--- config.mk ---
export PLATFORM = sky130hd
export DESIGN_NAME = uart_rx_ram_ctrl_flat
export DESIGN_NICKNAME = d
export VERILOG_FILES = /design/src/rtl/uart_rx_ram_ctrl_if.sv /design/src/rtl/uart_rx_ram_ctrl.sv /design/src/flat_wrapper.sv
export SDC_FILE = /design/constraint.sdc
export NUM_CORES = 1
export LEC_CHECK = 0
export ABC_AREA = 1
export CAP_MARGIN = 30
export CORE_UTILIZATION = 52
export DETAILED_ROUTE_END_ITERATION = 10
export PLACE_DENSITY = 0.86
export SLEW_MARGIN = 30
export SYNTH_ARGS = -nofsm -noshare
export SYNTH_HDL_FRONTEND = slang
export SYNTH_SLANG_ARGS = --single-unit
--- constraint.sdc ---
create_clock -name sys_clk -period 3.35 [get_ports sys_clk]
set_input_delay 0.5025 -clock sys_clk [delete_from_list [all_inputs] [get_ports sys_clk]]
set_output_delay 0.5025 -clock sys_clk [all_outputs]
set_load 0.02 [all_outputs]
--- src/rtl/uart_rx_ram_ctrl_if.sv ---
// RAM and uart_tx side bundle for uart_rx_ram_ctrl.
// master = controller (drives the RAM ports and the tx request),
// slave  = RAM/uart_tx side (returns read data and the busy flag).
interface uart_rx_ram_ctrl_if #(
    parameter int ADDR_W = 4
) ();
    logic              ram_we;
    logic [ADDR_W-1:0] ram_waddr;
    logic [7:0]        ram_wdata;
    logic [ADDR_W-1:0] ram_raddr;
    logic [7:0]        ram_rdata;
    logic [7:0]        tx_data_o;
    logic              tx_start;
    logic              tx_busy;

    modport master (
        output ram_we, ram_waddr, ram_wdata, ram_raddr, tx_data_o, tx_start,
        input  ram_rdata, tx_busy
    );

    modport slave (
        input  ram_we, ram_waddr, ram_wdata, ram_raddr, tx_data_o, tx_start,
        output ram_rdata, tx_busy
    );
endinterface

--- src/rtl/uart_rx_ram_ctrl.sv ---
// uart_rx_ram_ctrl: stores a received UART frame in a dual-port RAM and,
// once the line has been idle long enough, echoes the frame back to uart_tx.
// Optional feature macro: UART_RAM_LEN_PREFIX_EN -- when defined the echo is
// preceded by a length byte {3'b0, frame_len}.
//
// state   | meaning
// S_IDLE  | waiting for the first byte of a frame
// S_WRITE | collecting bytes, watching for the idle timeout
// S_LEN   | (prefix build only) load the length byte for transmit
// S_RD    | present rd_ptr to the RAM read port
// S_RDW   | RAM data valid, latch it into tx_data_o
// S_TXREQ | wait for uart_tx free, pulse tx_start
// S_TXW   | wait for tx_busy to rise and fall, then advance
module uart_rx_ram_ctrl #(
    parameter int ADDR_W     = 4,
    parameter int IDLE_TICKS = 24
) (
    input  logic                    sys_clk,
    input  logic                    rst_n,
    input  logic                    bps_clk_up,
    input  logic [7:0]              rx_data_i,
    input  logic                    rx_idle,
    input  logic                    rx_bits_ok,
    uart_rx_ram_ctrl_if.master      bus,
    output logic [ADDR_W:0]         frame_len,
    output logic                    overflow
);
    localparam int              DEPTH   = 2 ** ADDR_W;
    localparam int              IW      = $clog2(IDLE_TICKS + 1);
    localparam logic [ADDR_W:0] DEPTH_L = (ADDR_W + 1)'(DEPTH);
    localparam logic [IW-1:0]   IDLE_TC = IW'(IDLE_TICKS);

    typedef enum logic [2:0] {
        S_IDLE,
        S_WRITE,
`ifdef UART_RAM_LEN_PREFIX_EN
        S_LEN,
`endif
        S_RD,
        S_RDW,
        S_TXREQ,
        S_TXW
    } state_t;

    state_t            state, state_nxt;
    logic              rx_bits_ok_d;
    logic              accept;
    logic [IW-1:0]     idle_cnt;
    logic [ADDR_W:0]   rd_ptr;
    logic              busy_seen;
    logic              tx_done;
    logic              tx_start_c;
    logic              ram_we_r;
    logic [ADDR_W-1:0] ram_waddr_r;
    logic [7:0]        ram_wdata_r;
    logic [7:0]        tx_data_r;
`ifdef UART_RAM_LEN_PREFIX_EN
    logic              len_pending;
`endif

    assign accept        = rx_bits_ok & ~rx_bits_ok_d;
    assign tx_done       = busy_seen & ~bus.tx_busy;
    assign bus.ram_we    = ram_we_r;
    assign bus.ram_waddr = ram_waddr_r;
    assign bus.ram_wdata = ram_wdata_r;
    assign bus.ram_raddr = rd_ptr[ADDR_W-1:0];
    assign bus.tx_data_o = tx_data_r;
    assign bus.tx_start  = tx_start_c;

    // State register
    always_ff @(posedge sys_clk or negedge rst_n) begin
        if (!rst_n) state <= S_IDLE;
        else        state <= state_nxt;
    end

    // Next-state decode and the single-cycle tx_start request
    always_comb begin
        state_nxt  = state;
        tx_start_c = 1'b0;
        case (state)
            S_IDLE:  if (accept) state_nxt = S_WRITE;
            S_WRITE: if (!accept && idle_cnt == IDLE_TC) begin
`ifdef UART_RAM_LEN_PREFIX_EN
                state_nxt = S_LEN;
`else
                state_nxt = S_RD;
`endif
            end
`ifdef UART_RAM_LEN_PREFIX_EN
            S_LEN:   state_nxt = S_TXREQ;
`endif
            S_RD:    state_nxt = S_RDW;
            S_RDW:   state_nxt = S_TXREQ;
            S_TXREQ: if (!bus.tx_busy) begin
                tx_start_c = 1'b1;
                state_nxt  = S_TXW;
            end
            S_TXW:   if (tx_done) begin
`ifdef UART_RAM_LEN_PREFIX_EN
                if (len_pending)                  state_nxt = S_RD;
                else
`endif
                if (rd_ptr + 1'b1 == frame_len)   state_nxt = S_IDLE;
                else                              state_nxt = S_RD;
            end
            default: state_nxt = S_IDLE;
        endcase
    end

    // Byte capture, RAM write port, idle timer, read pointer and tx data
    always_ff @(posedge sys_clk or negedge rst_n) begin
        if (!rst_n) begin
            rx_bits_ok_d <= 1'b0;
            ram_we_r     <= 1'b0;
            ram_waddr_r  <= '0;
            ram_wdata_r  <= '0;
            tx_data_r    <= '0;
            frame_len    <= '0;
            overflow     <= 1'b0;
            idle_cnt     <= '0;
            rd_ptr       <= '0;
            busy_seen    <= 1'b0;
`ifdef UART_RAM_LEN_PREFIX_EN
            len_pending  <= 1'b0;
`endif
        end else begin
            rx_bits_ok_d <= rx_bits_ok;
            ram_we_r     <= 1'b0;
            // bytes arriving while the echo is running are lost
            if (accept && state != S_IDLE && state != S_WRITE) overflow <= 1'b1;
            case (state)
                S_IDLE: if (accept) begin
                    ram_we_r    <= 1'b1;
                    ram_waddr_r <= '0;
                    ram_wdata_r <= rx_data_i;
                    frame_len   <= (ADDR_W + 1)'(1);
                    overflow    <= 1'b0;
                    idle_cnt    <= '0;
                end
                S_WRITE: begin
                    if (accept) begin
                        idle_cnt <= '0;
                        if (frame_len < DEPTH_L) begin
                            ram_we_r    <= 1'b1;
                            ram_waddr_r <= frame_len[ADDR_W-1:0];
                            ram_wdata_r <= rx_data_i;
                            frame_len   <= frame_len + 1'b1;
                        end else begin
                            overflow <= 1'b1;
                        end
                    end else if (idle_cnt == IDLE_TC) begin
                        idle_cnt <= '0;
                        rd_ptr   <= '0;
                    end else if (!rx_idle) begin
                        idle_cnt <= '0;
                    end else if (bps_clk_up) begin
                        idle_cnt <= idle_cnt + 1'b1;
                    end
                end
`ifdef UART_RAM_LEN_PREFIX_EN
                S_LEN: begin
                    tx_data_r   <= 8'(frame_len);
                    len_pending <= 1'b1;
                end
`endif
                S_RDW:   tx_data_r <= bus.ram_rdata;
                S_TXREQ: busy_seen <= 1'b0;
                S_TXW: begin
                    if (bus.tx_busy) busy_seen <= 1'b1;
                    if (tx_done) begin
                        busy_seen <= 1'b0;
`ifdef UART_RAM_LEN_PREFIX_EN
                        if (len_pending) len_pending <= 1'b0;
                        else
`endif
                        rd_ptr <= rd_ptr + 1'b1;
                    end
                end
                default: ;
            endcase
        end
    end
endmodule

--- src/flat_wrapper.sv ---
// flat-port wrapper written by rule: the top's interface ports become plain ports
module uart_rx_ram_ctrl_flat 
#(
    parameter int ADDR_W     = 4,
    parameter int IDLE_TICKS = 24
)
  (sys_clk, rst_n, bps_clk_up, rx_data_i, rx_idle, rx_bits_ok, frame_len, overflow, bus_ram_we, bus_ram_waddr, bus_ram_wdata, bus_ram_raddr, bus_tx_data_o, bus_tx_start, bus_ram_rdata, bus_tx_busy);
  uart_rx_ram_ctrl_if #(.ADDR_W(ADDR_W)) bus_i ();
  input  logic sys_clk;
  input  logic rst_n;
  input  logic bps_clk_up;
  input  logic [7:0] rx_data_i;
  input  logic rx_idle;
  input  logic rx_bits_ok;
  output logic [ADDR_W:0] frame_len;
  output logic overflow;
  output wire logic [$bits(bus_i.ram_we)-1:0] bus_ram_we;
  output wire logic [$bits(bus_i.ram_waddr)-1:0] bus_ram_waddr;
  output wire logic [$bits(bus_i.ram_wdata)-1:0] bus_ram_wdata;
  output wire logic [$bits(bus_i.ram_raddr)-1:0] bus_ram_raddr;
  output wire logic [$bits(bus_i.tx_data_o)-1:0] bus_tx_data_o;
  output wire logic [$bits(bus_i.tx_start)-1:0] bus_tx_start;
  input wire logic [$bits(bus_i.ram_rdata)-1:0] bus_ram_rdata;
  input wire logic [$bits(bus_i.tx_busy)-1:0] bus_tx_busy;
  assign bus_ram_we = bus_i.ram_we;
  assign bus_ram_waddr = bus_i.ram_waddr;
  assign bus_ram_wdata = bus_i.ram_wdata;
  assign bus_ram_raddr = bus_i.ram_raddr;
  assign bus_tx_data_o = bus_i.tx_data_o;
  assign bus_tx_start = bus_i.tx_start;
  assign bus_i.ram_rdata = bus_ram_rdata;
  assign bus_i.tx_busy = bus_tx_busy;
  uart_rx_ram_ctrl #(.ADDR_W(ADDR_W), .IDLE_TICKS(IDLE_TICKS)) u_core (.sys_clk(sys_clk), .rst_n(rst_n), .bps_clk_up(bps_clk_up), .rx_data_i(rx_data_i), .rx_idle(rx_idle), .rx_bits_ok(rx_bits_ok), .bus(bus_i), .frame_len(frame_len), .overflow(overflow));
endmodule
After elaboration in Yosys (flattened, before gate mapping). Index checks and enable logic that the tools add are counted.

Memory bits (writable): 0. Output and inout bits: 32. ROM bits: 0. Input bits: 22. Flip-flop bits (word level): 42. Latch bits: 0. Memories kept: 0.

$lt $le $gt $ge: 1. Muxes and demuxes: 42. Equal/unequal tests: 18. Div/mod/pow operators: 0. $add $sub $neg: 3. Shift operators: 0. Bitwise logic cells: 4. Reduce and logical (&&, ||, !) cells: 14. $mul: 0.

Operator list (number): $mux W5 (11); $pmux W5 S2 (3); $mux W8 (3); $pmux W3 S6 (1); $pmux W8 S2 (1); $add A5 B1 Y5 const B (3); $mux W3 (4); $mux W4 (3); $ne A2 B1 Y1 const B (6); $reduce_and A4 Y1 (3); $mux W1 (11); $pmux W4 S2 (1); $eq A3 B2 Y1 const B (2); $eq A3 B3 Y1 const B (2); $pmux W1 S2 (3); $reduce_bool A2 Y1 (3); $eq A5 B5 Y1 (1); $eq A5 B5 Y1 const B (1); $lt A5 B5 Y1 const B (1); $ne A5 B3 Y1 const B (1); $ne A2 B2 Y1 const B (2); $eq A3 B1 Y1 const B (1); $logic_and A1 B1 Y1 (3); $logic_not A3 Y1 (1); other kinds (9) (11).

Logic depth before layout (Yosys ltp).
Word-level depth: 8. Gate-level depth with buffers: 11.

Worst setup path before layout. OpenSTA, ideal clock, no wires.

Path type: register -> output. From: register u_core.state[1]. To: output port bus_tx_start. Stages on the path, launching flop included: 4. Arrival: 1.101 ns. Data required time: 2.847 ns. Path buffers: 0. Path slack: 1.746 ns. Path through: dfrtp_1 inv_1 nand2_1 nor3_1.

Word-level cells in the longest chain between the ends: 2.

Ends and longest elaborated chain: from (decl) (line uart_rx_ram_ctrl.sv:45) `state_t state, state_nxt;`; from (signal assigned) (line uart_rx_ram_ctrl.sv:73) `else state <= state_nxt;`; $eq A3 B3 Y1 (line uart_rx_ram_ctrl.sv:80) `case (state)`; $mux W1 (line uart_rx_ram_ctrl.sv:80); to (decl) (line flat_wrapper.sv:22) `output wire logic [$bits(bus_i.tx_start)-1:0] bus_tx_start;`.

Every way passes these cells.

Final worst setup path. Ends and elaborated chain as after synthesis.

==> results by group <==
Synthesis
  • Yosys warns: 0
  • Largest cells by area after synthesis: dfrtp_1 (51%), nand2_1 (18%), inv_1 (4.9%)
  • Seq/Total Area, Yosys: 51.0%
  • Avg Synthesized Cell Area: 8.15 µm²
  • Yosys cell types: 25
  • Cell taking the most area after synthesis: dfrtp_1
  • Syn Inst Count: 253
  • Cell area after synthesis: 2060 µm²
  • Synth top area share: 51.0%
  • Syn_nets: 279
  • Yosys reg bits: 42

Critical path
  • Reg2reg end: u_core.bus.ram_waddr[0]
  • CP Launch Type: register
  • Worst path required time: 2850 ps
  • Worst r2r src: u_core.state[1]
  • WS Path Type: register to output pin
  • Worst-path fanout max: 4
  • CP Capture Type: output pin
  • FF-to-FF setup slack: 1740 ps
  • R2R depth: 8
  • Critical path arrival: 1770 ps

CTS
  • Post-CTS setup buffers: 0
  • TritonCTS buffer count: 5
  • CTS tree: built
  • Clock Tree Buf Depth: 2
  • Worst-path clk slew: 80 ps
  • Clock Latency Late Sink: 300 ps
  • Post_cts resized: 0
  • Cts hold-fix bufs: 0
  • Num Clock Sinks: 42
  • CTS root buffer: clkbuf_8
  • H-tree Lvls: 2

Detailed routing
  • Router iterations before antenna repair: 4
  • DRC: 0
  • DRT iter0 DRCs: 100
  • Total number of vias: 1806
  • WL final: 4340 µm
  • Final ANT Viol Nets: 0
  • WL per Instance: 12.2 µm
  • Vias per cell: 5.07

Timing
  • Setup violators final: 0
  • Pins Over Slew Limit: 0
  • Fin crit period: 2270 ps
  • Clock skew: 7.47 ps
  • Measured slew at the worst slew-check pin: 530 ps
  • Max Fclk: 0.440 GHz
  • Hold Vio Cnt, Final: 0
  • Slew headroom: 64.7%
  • RSZ-0062 raised after global routing: false
  • Final period util: 67.8%
  • Sum of negative setup slack: 0 ps

Final layout
  • Ratio of cells with drive above 1 in the final layout: 7.47%
  • Antenna cells: 0
  • Most frequent cells in the layout: nand2_1 (98), clkdlybuf4s50_1 (52), dfrtp_1 (42)
  • Fill count: 298
  • Area added between synthesis and finish: 30.6%
  • Nets: 333
  • Final instance area: 2690 µm²
  • Most common cell after layout, fill and taps aside: nand2_1

GRT
  • First-pass GRT wire length: 7500 µm
  • Largest net degree at the start of global routing: 43
  • GRT Total Usage: 23.5%
  • Vias in the first global route: 1739
  • Initial antenna violation count: 0
  • Grt ovf: 0

Die
  • Rows: 22
  • Die ar.: 4220 µm²
  • # IOs: 54
  • Die width: 65.0 µm
  • DIE HEIGHT: 65.0 µm
  • Initial core utilization: 55.0%
  • Core area: 3740 µm²

Place
  • Global placement routability congestion: 0.885
  • Placed Area: 2600 µm²
  • Post-DP HPWL: 3270 µm
  • Buffers on Ports: 53

Power
  • Leak Pwr: 0.00130 µW
  • Pwr dens: 922 nW/µm²
  • Psw: 1080 µW
  • Reg power frac: 35.0%
  • Sw frac: 43.6%
  • VDD IR max: 0.565 mV
  • Combinational power share: 51.4%
  • Clk pwr share: 13.6%
  • Internal power: 1400 µW

Run status
  • Outcome: completed

Job
  • Max-cap violations: 0

Hold path
  • Hold Crit Class: primary input to async pin
[cells by family (layout without fill, tap and decap cells)]
kind of cell / count (synthesis) / count (layout) / share of synthesized area, %
and+or+nand+nor: 141 / 141 / 29.9
adders and majority gates: 4 / 4 / 2.43
DFF: 42 / 42 / 51.0
AOI/OAI and AO/OA: 30 / 30 / 8.68
buffers and inverters: 36 / 91 / 7.95
[power groups by stage]
stage	logic [µW]	registers [µW]	clock network, µW
after CTS	1290	868	339
final	1280	869	336
after detailed placement	1280	876	0
after floorplan	633	1030	0
after global placement	1240	869	0
after global routing	1410	894	362
[synthesized netlist by cell type]
library cell and n:
o21ai_2 2, nand3_1 10, inv_2 2, nor3_1 3
o21bai_1 1, nor2_4 1, ha_1 4, a21oi_1 7
inv_4 1, a21oi_4 1, buf_6 1, nand3_2 3
o21ai_0 14, nor3_4 1, nand4_1 5, buf_4 5
nand2_4 2, nor2_2 2, dfrtp_1 42, inv_1 27
o21a_1 1, o31ai_1 2, nor2_1 16, o21ai_1 2
nand2_1 98
[area by class of cell]
type                            instances  area (µm²)  share of cell area (%)
Sequential cell                        42        1050                    39.1
Multi-Input combinational cell        175         846                    31.4
Timing Repair Buffer                   53         528                    19.6
Inverter                               30         115                    4.28
Clock buffer                            7        86.3                    3.21
Tap cell                               48        60.1                    2.23
Clock inverter                          1        5.00                   0.186
[worst max-delay path, stage by stage, from the launching register on]
cell	delay, ps
dfrtp_1	440
inv_1	150
nand2_1	130
nor3_1	140
clkdlybuf4s50_1	620
[how the worst max path moves through the flow]
stage | startpoint | end | slack, ps
after CTS | u_core.state[1] | bus_tx_start | 1060
after global placement | bus_tx_busy | bus_tx_start | 1100
after global routing | u_core.state[1] | bus_tx_start | 960
final | u_core.state[1] | bus_tx_start | 1080
after detailed placement | bus_tx_busy | bus_tx_start | 1090
after floorplan | u_core.state[1] | bus_tx_start | 1750
[sequential cells by signal, indices dropped and copies added, names as in the netlist]
register and cells:
u_core.bus.ram_wdata 8, u_core.bus.tx_data_o 8, u_core.frame_len 5, u_core.idle_cnt 5, u_core.rd_ptr 5, u_core.bus.ram_waddr 4, u_core.state 3, u_core.bus.ram_we 1
u_core.busy_seen 1, u_core.overflow 1, u_core.rx_bits_ok_d 1
[stage by stage]
step / power [µW] / hold WS [ps] / setup WS [ps] / utilization (%) / cells
floorplan: 1660 / 207 / 1750 / - / 253
global placement: 2110 / 454 / 1100 / 69.4 / 348
detailed placement: 2160 / 459 / 1090 / 69.4 / 348
CTS: 2490 / 369 / 1060 / 71.8 / 356
global route: 2670 / 219 / 961 / 71.9 / 356
finish: 2480 / 179 / 1080 / 71.9 / 356
[metal layers]
| metal | track usage (%) | up-vias | wire length, µm |
|---|---|---|---|
| li1 | - | 905 | - |
| met1 | 27.7 | 841 | 1850 |
| met2 | 40.5 | 49 | 2220 |
| met3 | 5.99 | 11 | 175 |
| met4 | 9.17 | 0 | 101 |
| met5 | 0 | - | 0 |
Power figures use the tool's default switching activity.
